$ cat src/rtl/mt9v034_lvds_frame_decode_pkg.sv
// Shared definitions for the MT9V034 LVDS receive path: word bit positions and frame FSM states.
// Latency: none (definitions only).
// Backpressure: none (definitions only). The bit aligner uses the same word layout.
package mt9v034_lvds_pkg;

    localparam int unsigned WORD_W = 18;
    localparam int unsigned PIX_W  = 10;

    // Aligned word layout: [0]=start(1) [10:1]=pixel [11]=LV [12]=FV [16:13]=rsvd [17]=stop(0)
    localparam int unsigned START_BIT = 0;
    localparam int unsigned PIX_LSB   = 1;
    localparam int unsigned PIX_MSB   = 10;
    localparam int unsigned LV_BIT    = 11;
    localparam int unsigned FV_BIT    = 12;
    localparam int unsigned STOP_BIT  = 17;

    // One-hot state indices
    localparam int unsigned S_WAIT_VB_IDX = 0;
    localparam int unsigned S_WAIT_FV_IDX = 1;
    localparam int unsigned S_BLANK_IDX   = 2;
    localparam int unsigned S_LINE_IDX    = 3;

    typedef enum logic [3:0] {
        S_WAIT_VB = 4'(1 << S_WAIT_VB_IDX),
        S_WAIT_FV = 4'(1 << S_WAIT_FV_IDX),
        S_BLANK   = 4'(1 << S_BLANK_IDX),
        S_LINE    = 4'(1 << S_LINE_IDX)
    } frame_state_t;

    function automatic logic [9:0] sat_inc10(input logic [9:0] v);
        return (v == 10'h3FF) ? v : v + 10'd1;
    endfunction

endpackage

$ cat src/rtl/mt9v034_lvds_frame_decode.sv
// Decodes aligned LVDS words into a framed pixel stream with SOF/EOL/EOF and checks frame geometry.
// Latency: 2 cycles dlo_i->pix_data_o; a line's last pixel leaves the cycle after the LV/FV-fall word.
// Backpressure: none; the sensor cannot be stalled, so any input gap inside a frame is a sync loss.
// Ports: dlo_clk/rst_n clock and async active-low reset; dlo_valid_i/align_err_i/dlo_i from aligner;
//        pix_* pixel stream; line_cnt_o/frame_cnt_o counters; len/cnt/sync_err_o sticky error flags.
module mt9v034_lvds_frame_decode
    import mt9v034_lvds_pkg::*;
#(
    parameter int unsigned H_ACTIVE = 752,
    parameter int unsigned V_ACTIVE = 480
) (
    input  logic              dlo_clk,
    input  logic              rst_n,
    input  logic              align_err_i,
    input  logic              dlo_valid_i,
    input  logic [WORD_W-1:0] dlo_i,
    output logic              pix_valid_o,
    output logic [PIX_W-1:0]  pix_data_o,
    output logic              pix_sof_o,
    output logic              pix_eol_o,
    output logic              pix_eof_o,
    output logic [9:0]        line_cnt_o,
    output logic [15:0]       frame_cnt_o,
    output logic              len_err_o,
    output logic              cnt_err_o,
    output logic              sync_err_o
);

    localparam logic [9:0] H_ACT10 = 10'(H_ACTIVE);
    localparam logic [9:0] V_ACT10 = 10'(V_ACTIVE);

    frame_state_t     state_q, state_d;
    logic             accept, framing_ok, lv, fv;
    logic [PIX_W-1:0] word_pix;
    logic             load_pix, emit_pix, line_end, frame_end, sync_loss;
    logic             first_pix, sof_pend_q, sof_pend_d;
    logic [PIX_W-1:0] hold_dat_q;
    logic             hold_sof_q;
    logic [9:0]       pix_cnt_q;
    logic [9:0]       frame_lines;
    logic             unused_rsvd;

    assign accept     = dlo_valid_i & ~align_err_i;
    assign framing_ok = dlo_i[START_BIT] & ~dlo_i[STOP_BIT];
    assign lv         = dlo_i[LV_BIT];
    assign fv         = dlo_i[FV_BIT];
    assign word_pix   = dlo_i[PIX_MSB:PIX_LSB];
    assign unused_rsvd = ^dlo_i[16:13];

    always_ff @(posedge dlo_clk or negedge rst_n) begin
        if (!rst_n) state_q <= S_WAIT_VB;
        else        state_q <= state_d;
    end

    always_comb begin
        state_d   = state_q;
        load_pix  = 1'b0;
        emit_pix  = 1'b0;
        line_end  = 1'b0;
        frame_end = 1'b0;
        sync_loss = 1'b0;
        // Inside a frame every cycle must carry a good word; anything else drops to re-lock.
        if (accept && !framing_ok)
            sync_loss = 1'b1;
        else if (!accept && (state_q[S_BLANK_IDX] || state_q[S_LINE_IDX]))
            sync_loss = 1'b1;

        if (sync_loss) begin
            state_d = S_WAIT_VB;
        end else if (accept) begin
            unique case (state_q)
                S_WAIT_VB: if (!fv) state_d = S_WAIT_FV;
                S_WAIT_FV: begin
                    if (fv && lv) begin
                        state_d  = S_LINE;
                        load_pix = 1'b1;
                    end else if (fv) begin
                        state_d = S_BLANK;
                    end
                end
                S_BLANK: begin
                    if (!fv) begin
                        frame_end = 1'b1;
                        state_d   = S_WAIT_FV;
                    end else if (lv) begin
                        state_d  = S_LINE;
                        load_pix = 1'b1;
                    end
                end
                S_LINE: begin
                    // The held pixel always leaves; the new word decides whether it was the last.
                    emit_pix = 1'b1;
                    if (!fv) begin
                        line_end  = 1'b1;
                        frame_end = 1'b1;
                        state_d   = S_WAIT_FV;
                    end else if (!lv) begin
                        line_end = 1'b1;
                        state_d  = S_BLANK;
                    end else begin
                        load_pix = 1'b1;
                    end
                end
                default: state_d = S_WAIT_VB;
            endcase
        end
    end

    // SOF belongs to the first pixel after S_WAIT_FV, even when blanking words come in between.
    assign first_pix  = load_pix & (state_q[S_WAIT_FV_IDX] | sof_pend_q);
    assign sof_pend_d = (state_d == S_BLANK) & (state_q[S_WAIT_FV_IDX] | sof_pend_q);

    // A frame that ends before its first pixel has completed zero lines, whatever line_cnt_o still shows.
    assign frame_lines = sof_pend_q ? 10'd0 :
                         line_end   ? sat_inc10(line_cnt_o) : line_cnt_o;

    always_ff @(posedge dlo_clk or negedge rst_n) begin
        if (!rst_n) begin
            sof_pend_q  <= 1'b0;
            hold_dat_q  <= '0;
            hold_sof_q  <= 1'b0;
            pix_cnt_q   <= '0;
            pix_valid_o <= 1'b0;
            pix_data_o  <= '0;
            pix_sof_o   <= 1'b0;
            pix_eol_o   <= 1'b0;
            pix_eof_o   <= 1'b0;
            line_cnt_o  <= '0;
            frame_cnt_o <= '0;
            len_err_o   <= 1'b0;
            cnt_err_o   <= 1'b0;
            sync_err_o  <= 1'b0;
        end else begin
            sof_pend_q  <= sof_pend_d;
            pix_valid_o <= emit_pix;
            pix_sof_o   <= emit_pix & hold_sof_q;
            pix_eol_o   <= emit_pix & line_end;
            pix_eof_o   <= emit_pix & frame_end;
            if (emit_pix) pix_data_o <= hold_dat_q;

            if (load_pix) begin
                hold_dat_q <= word_pix;
                hold_sof_q <= first_pix;
                pix_cnt_q  <= state_q[S_LINE_IDX] ? sat_inc10(pix_cnt_q) : 10'd1;
            end

            if (first_pix)     line_cnt_o <= '0;
            else if (line_end) line_cnt_o <= sat_inc10(line_cnt_o);

            if (line_end && pix_cnt_q != H_ACT10) len_err_o <= 1'b1;

            if (frame_end) begin
                if (frame_lines != V_ACT10) cnt_err_o   <= 1'b1;
                else                        frame_cnt_o <= frame_cnt_o + 16'd1;
            end

            if (sync_loss || align_err_i) sync_err_o <= 1'b1;
        end
    end

endmodule
$ cat config.mk
export PLATFORM = sky130hd
export DESIGN_NAME = mt9v034_lvds_frame_decode
export DESIGN_NICKNAME = d
export VERILOG_FILES = /design/src/rtl/mt9v034_lvds_frame_decode_pkg.sv /design/src/rtl/mt9v034_lvds_frame_decode.sv
export SDC_FILE = /design/constraint.sdc
export NUM_CORES = 1
export LEC_CHECK = 0
export CAP_MARGIN = 20
export CORE_ASPECT_RATIO = 1.4
export CORE_MARGIN = 2
export CORE_UTILIZATION = 50
export CTS_BUF_LIST = sky130_fd_sc_hd__clkbuf_4
export CTS_CLUSTER_DIAMETER = 120
export DETAILED_ROUTE_END_ITERATION = 8
export PLACE_DENSITY = 0.79
export SLEW_MARGIN = 20
export SYNTH_ARGS = -nofsm -noshare
export SYNTH_HDL_FRONTEND = slang
export SYNTH_SLANG_ARGS = --single-unit
$ cat constraint.sdc
create_clock -name dlo_clk -period 3.38 [get_ports dlo_clk]
set_clock_uncertainty 0.15 [all_clocks]
set_input_delay 0.507 -clock dlo_clk [delete_from_list [all_inputs] [get_ports dlo_clk]]
set_output_delay 0.507 -clock dlo_clk [all_outputs]
set_load 0.02 [all_outputs]
Yosys cells after proc, flatten, opt, wreduce, memory -nomap -nowiden
Cells that the tools add are included.

storage, ports and cells
  output and inout port bits = 43
  register bits = 69
  word-level logic and storage cells = 87

cells by class
  bitwise gates (word level) = 11
  add/sub/neg operators = 3
  equality and inequality tests = 10
  reduce and logical (&&, ||, !) cells = 12
  muxes and demuxes = 36

operators by type and width
  kind                                                     count
  two-way mux 10 bit                                       6
  two-way mux 4 bit                                        9
  adder 10 x 1 -> 10 bit (second input constant)           2
  == test 10 bit (second input constant)                   2
  two-way mux 1 bit                                        19
  adder 16 x 1 -> 16 bit (second input constant)           1
  case mux 4 bit (4 select lines)                          1
  inequality test 10 bit (second input constant)           1
  inequality test 10 x 9 -> 1 bit (second input constant)  1
  == test 4 x 3 -> 1 bit (second input constant)           2
  bitwise AND 1 bit                                        7
  AND reduction 2 bit                                      3
  == test 4 x 1 -> 1 bit (second input constant)           1
  == test 4 x 2 -> 1 bit (second input constant)           1
  == test 4 bit (second input constant)                    1
  logical AND 1 bit                                        4
  inverter 1 bit                                           3
  zero test 1 bit                                          2
  logical OR 1 bit                                         2
  inequality test 2 bit (second input constant)            1
  case mux 1 bit (2 select lines)                          1
  OR reduction 2 bit                                       1
  bitwise OR 1 bit                                         1

Logic depth before layout (Yosys ltp)
  depth after elaboration = 12
  gate-level depth with buffers = 10

Worst setup path after synthesis
OpenSTA, ideal clock, no wires.

  path kind = input to register
  start point = input port dlo_i[17]
  end point = register frame_cnt_o[1]
  data arrival time = 2434 ps
  stages = 8
  data required time = 3105 ps
  path buffers = 0
  setup slack = 671 ps
  cell sequence = and4bb_2 -> nand3_4 -> clkinv_2 -> a31oi_1 -> or3b_1 -> a211o_1 -> nor3_2 -> mux2_2

between the ends
  word-level cells in the longest chain between the ends = 11
  elaborated cells on any way between the ends = 12
  those cells by class = eq/ne (1); mux (5); bitwise (3); reduce/logical (3)

RTL lines
  item                               RTL line                          RTL
  start, declared                    mt9v034_lvds_frame_decode.sv:16   input logic [WORD_W-1:0] dlo_i,
  inverter 1 bit (*)                 mt9v034_lvds_frame_decode.sv:44   assign framing_ok = dlo_i[START_BIT] & ~dlo_i[STOP_BIT];
  bitwise AND 1 bit (*)              mt9v034_lvds_frame_decode.sv:44
  zero test 1 bit (*)                mt9v034_lvds_frame_decode.sv:63   if (accept && !framing_ok)
  logical AND 1 bit (*)              mt9v034_lvds_frame_decode.sv:63
  two-way mux 1 bit (*)              mt9v034_lvds_frame_decode.sv:63
  two-way mux 1 bit                  mt9v034_lvds_frame_decode.sv:68   if (sync_loss) begin
  two-way mux 10 bit                 --
  two-way mux 10 bit                 mt9v034_lvds_frame_decode.sv:114  assign frame_lines = sof_pend_q ? 10'd0 :
  inequality test 10 x 9 -> 1 bit    mt9v034_lvds_frame_decode.sv:153  if (frame_lines != V_ACT10) cnt_err_o <= 1'b1;
  inverter 1 bit (no line)           --
  AND reduction 2 bit (no line) (*)  --
  end signal, assigned               mt9v034_lvds_frame_decode.sv:154  else frame_cnt_o <= frame_cnt_o + 16'd1;
  end, declared                      mt9v034_lvds_frame_decode.sv:23   output logic [15:0] frame_cnt_o,

Mark *: on every way between the ends. The rest lies on a longest branch, timed or not.
A chain may end at the register's enable or synchronous reset.

Worst setup path in the final report
  start point = register state_q[2]
  end point = register frame_cnt_o[6]

between the ends
  word-level cells in the longest chain between the ends = 10
  elaborated cells on any way between the ends = 18
  those cells by class = eq/ne (3); mux (10); bitwise (1); reduce/logical (4)

RTL lines
  item                                                        RTL line                         RTL
  start, declared                                             mt9v034_lvds_frame_decode.sv:32  frame_state_t state_q, state_d;
  start signal, assigned                                      mt9v034_lvds_frame_decode.sv:52  else state_q <= state_d;
  branches (longest 9 deep; another with two-way mux 10 bit)  --
  AND reduction 2 bit (no line) (*)                           --

Mark *: on every way between the ends.

==> impl_metrics.env <==
export IMPL_startpoint="state_q[2]"
export IMPL_die_area_um2=7450
export IMPL_p_sw_w=0.000339
export IMPL_critical_path_class="flip-flop to flip-flop"
export IMPL_drc_errors=0
export IMPL_core_um2=6570
export IMPL_slew_viol_final=0
export IMPL_fin_crit_sh_pct=86.9
export IMPL_synth_area_um2=3380
export IMPL_fin_cells=490
export IMPL_overflow=0
export IMPL_reg2reg_to="frame_cnt_o[6]"
export IMPL_cts_sinks=69
export IMPL_dr_pass1_iters=4
export IMPL_synth_edf_count=0
export IMPL_clk_insertion_delay_late_ns=0.42
export IMPL_h_tree_depth=3
export IMPL_critical_path_peak_fanout=12
export IMPL_antenna_cells=0
export IMPL_cts_root_buf="clkbuf_4"
export IMPL_crit_path_end_kind="flip-flop"
export IMPL_holdWs_ns=0.323
export IMPL_grt_util_all_layers_pct=20.7
export IMPL_cp_start_kind="flip-flop"
export IMPL_io_pins=65
export IMPL_layout_commonest_cell="dfrtp_1"
export IMPL_period_minus_slack_ns=2.94
export IMPL_arrival_ns=3.14
export IMPL_synthFlopType="dfrtp_1"
export IMPL_grt_max_degree=70
export IMPL_dpl_hpwl_um=4930
export IMPL_clock_power_share_pct=36.9
export IMPL_post_cts_resized=0
export IMPL_max_cap_violations=0
export IMPL_first_global_vias=2676
export IMPL_gr_usage_met2_pct=35.2
export IMPL_worst_pin_slew_ns=0.464
export IMPL_hold_violations=0
export IMPL_critPathSlowestCell="dfrtp_1"
export IMPL_power_density_nw_per_um2=332
export IMPL_comb_power_share_pct=4.3
export IMPL_drive_above_1_share_pct=12.7
export IMPL_drtIter0Drc=150
export IMPL_ir_drop_mv=0.278
export IMPL_synth_xor_area_share_pct=6.99
export IMPL_power_frac_seq_pct=58.8
export IMPL_final_cell_mix="dfrtp_1, clkdlybuf4s50_1, nand2_1"
export IMPL_place_gp_congestion=0.864
export IMPL_std_cell_rows=35
export IMPL_totalWireLength_um=6990
export IMPL_io_buffer_count=60
export IMPL_n_fill_cell=552
export IMPL_rsz0062_at_grt="no"
export IMPL_met1_usage_pct=24.3
export IMPL_clk_path_buf_depth=2
export IMPL_ys_warn_count=0
export IMPL_start_util_pct=51.5
export IMPL_die_w_um=73.5
export IMPL_fp_dieH_um=101
export IMPL_clkTransAtPathRegs_ns=0.12
export IMPL_async_reset_ff_share_pct=100
export IMPL_synth_nets=365
export IMPL_setup_violations=0
export IMPL_wl_per_cell_um=14.3
export IMPL_yosysUniqueCellTypes=49
export IMPL_synth_top_family_by_area="simple AND/OR/NAND/NOR gates"
export IMPL_cts_buffers=9
export IMPL_reg2reg_from="state_q[2]"
export IMPL_syn_avg_cell_area_um2=9.98
export IMPL_rrSetupSlack_ns=0.44
export IMPL_max_freq_mhz=341
export IMPL_finalNetCount=438
export IMPL_post_cts_repair_setup_buffers=0
export IMPL_area_growth_pct=26.5
export IMPL_muxShareOfSynthArea_pct=4.84
export IMPL_internal_power_w=0.00108
export IMPL_use_met3_pct=4.98
export IMPL_critPathRequiredTime_ns=3.58
export IMPL_synth_fa_ha_area_share_pct=1.48
export IMPL_top_usage_layer="met2"
export IMPL_crit_chain="nor4b_4 > nand3_4 > or4b_1 > a211oi_2 > nand4_2 > nor3b_1 > xor2_1"
export IMPL_p_leak_nw=2.00
export IMPL_slew_headroom_pct=69.0
export IMPL_dp_cells=474
export IMPL_status="finished clean"
export IMPL_post_drt_via_cell_ratio=5.57
export IMPL_synth_compound_area_share_pct=6.55
export IMPL_final_antenna_net_count=0
export IMPL_crit_path_end="frame_cnt_o[6]"
export IMPL_cts_tree="yes"
export IMPL_hp_class="flip-flop to flip-flop"
export IMPL_synthCells=339
export IMPL_fin_ws_ns=0.444
export IMPL_grt_pass1_wl_um=12100
export IMPL_dp_slack_ns=0.110
export IMPL_synth_simple_area_share_pct=25.9
export IMPL_ys_ff_latch=69
export IMPL_reg2reg_depth=7
export IMPL_postCtsHoldBufs=1
export IMPL_slowest_delay_ns=0.53
export IMPL_synth_seq_area_share_pct=51.1
export IMPL_finalSetupTns_ns=0
export IMPL_num_vias=2729
export IMPL_power_switching_share_pct=23.9
export IMPL_antenna_found_initial=0
[power groups by stage]
stage	Sequential, W	Combinational, W	Clock (W)
5_1_grt	0.000837	0.0000701	0.000575
2_1_floorplan	0.000850	0.0000178	0
4_1_cts	0.000836	0.0000630	0.000543
3_3_place_gp	0.000851	0.0000605	0
6_report	0.000836	0.0000613	0.000524
3_5_place_dp	0.000852	0.0000620	0
[cell type report]
cell class	instances	area, um^2	area share (%)
clock inverters	6	63.8	1.49
inverters	11	42.5	0.994
well taps	74	92.6	2.16
flip-flops and latches	69	1730	40.4
multi-input cells	246	1550	36.2
clock buffers	9	67.6	1.58
repair buffers	75	736	17.2
[routing by layer]
metal / up-vias / wire (um)
met2: 63 / 3640
met5: - / 0
met1: 1334 / 2950
met3: 14 / 252
met4: 0 / 149
li1: 1318 / -
[flip-flops by register name, indices dropped and copies added, names as in the netlist, 4 cells and up]
name / flops
line_cnt_o: 10
pix_data_o: 10
frame_cnt_o: 16
hold_dat_q: 10
state_q: 4
pix_cnt_q: 10
[kinds of logic after synthesis]
logic type | count (synthesis)
fa+ha+maj | 4
mux | 15
simple gates | 166
compound gates | 34
buf+inv | 24
flops | 69
xor+xnor | 27
[worst min-delay path by stage]
stage	to	slack, ns	from	cells after the start
floorplan	cnt_err_o	0.06	rst_n	0
global placement	len_err_o	0.30	len_err_o	1
detailed placement	len_err_o	0.31	len_err_o	1
CTS	frame_cnt_o[15]	0.33	frame_cnt_o[15]	1
global route	cnt_err_o	0.36	cnt_err_o	1
finish	len_err_o	0.32	len_err_o	1
[cells in the mapped netlist, types with 2 or more instances]
| cell | count | area share (%) |
|---|---|---|
| inv_1 | 10 | 1.1 |
| and3_1 | 7 | 1.3 |
| nor2b_1 | 3 | 0.55 |
| a211o_1 | 2 | 0.52 |
| nor3b_1 | 2 | 0.44 |
| nor4b_1 | 2 | 0.52 |
| nand4_1 | 9 | 1.7 |
| nand2b_1 | 4 | 0.74 |
| nor3_2 | 4 | 1.2 |
| and2_1 | 2 | 0.37 |
| nand2_1 | 48 | 5.3 |
| o21ai_0 | 16 | 2.4 |
| nand3_1 | 14 | 2.1 |
| a21o_1 | 2 | 0.44 |
| dfrtp_1 | 68 | 50 |
| and4_1 | 3 | 0.78 |
| xor2_1 | 22 | 5.7 |
| buf_6 | 2 | 0.67 |
| mux2_2 | 11 | 3.7 |
| a21oi_1 | 4 | 0.59 |
| xnor2_1 | 5 | 1.3 |
| or3_1 | 6 | 1.1 |
| nor3_1 | 19 | 2.8 |
| nor2_1 | 33 | 3.7 |
| ha_1 | 4 | 1.5 |
| nor4_1 | 2 | 0.37 |
| clkbuf_1 | 10 | 1.1 |
| mux2i_1 | 4 | 1.2 |
[critical path: cells and delay by family (launching register included)]
| kind | cells | cell delay (ns) |
|---|---|---|
| AND/OR/NAND/NOR | 5 | 1.67 |
| XOR/XNOR | 1 | 0.17 |
| AO/OA/AOI/OAI | 1 | 0.36 |
| flip-flops | 1 | 0.53 |
[stage by stage]
step / total power [W] / instance area (um^2) / utilization, %
after floorplan: 0.000867 / 3380 / -
after global placement: 0.000912 / 4140 / 63.0
after detailed placement: 0.000914 / 4140 / 63.0
after CTS: 0.00144 / 4280 / 65.1
after global routing: 0.00148 / 4280 / 65.1
final: 0.00142 / 4280 / 65.1
(Power assumes the default switching activity.)
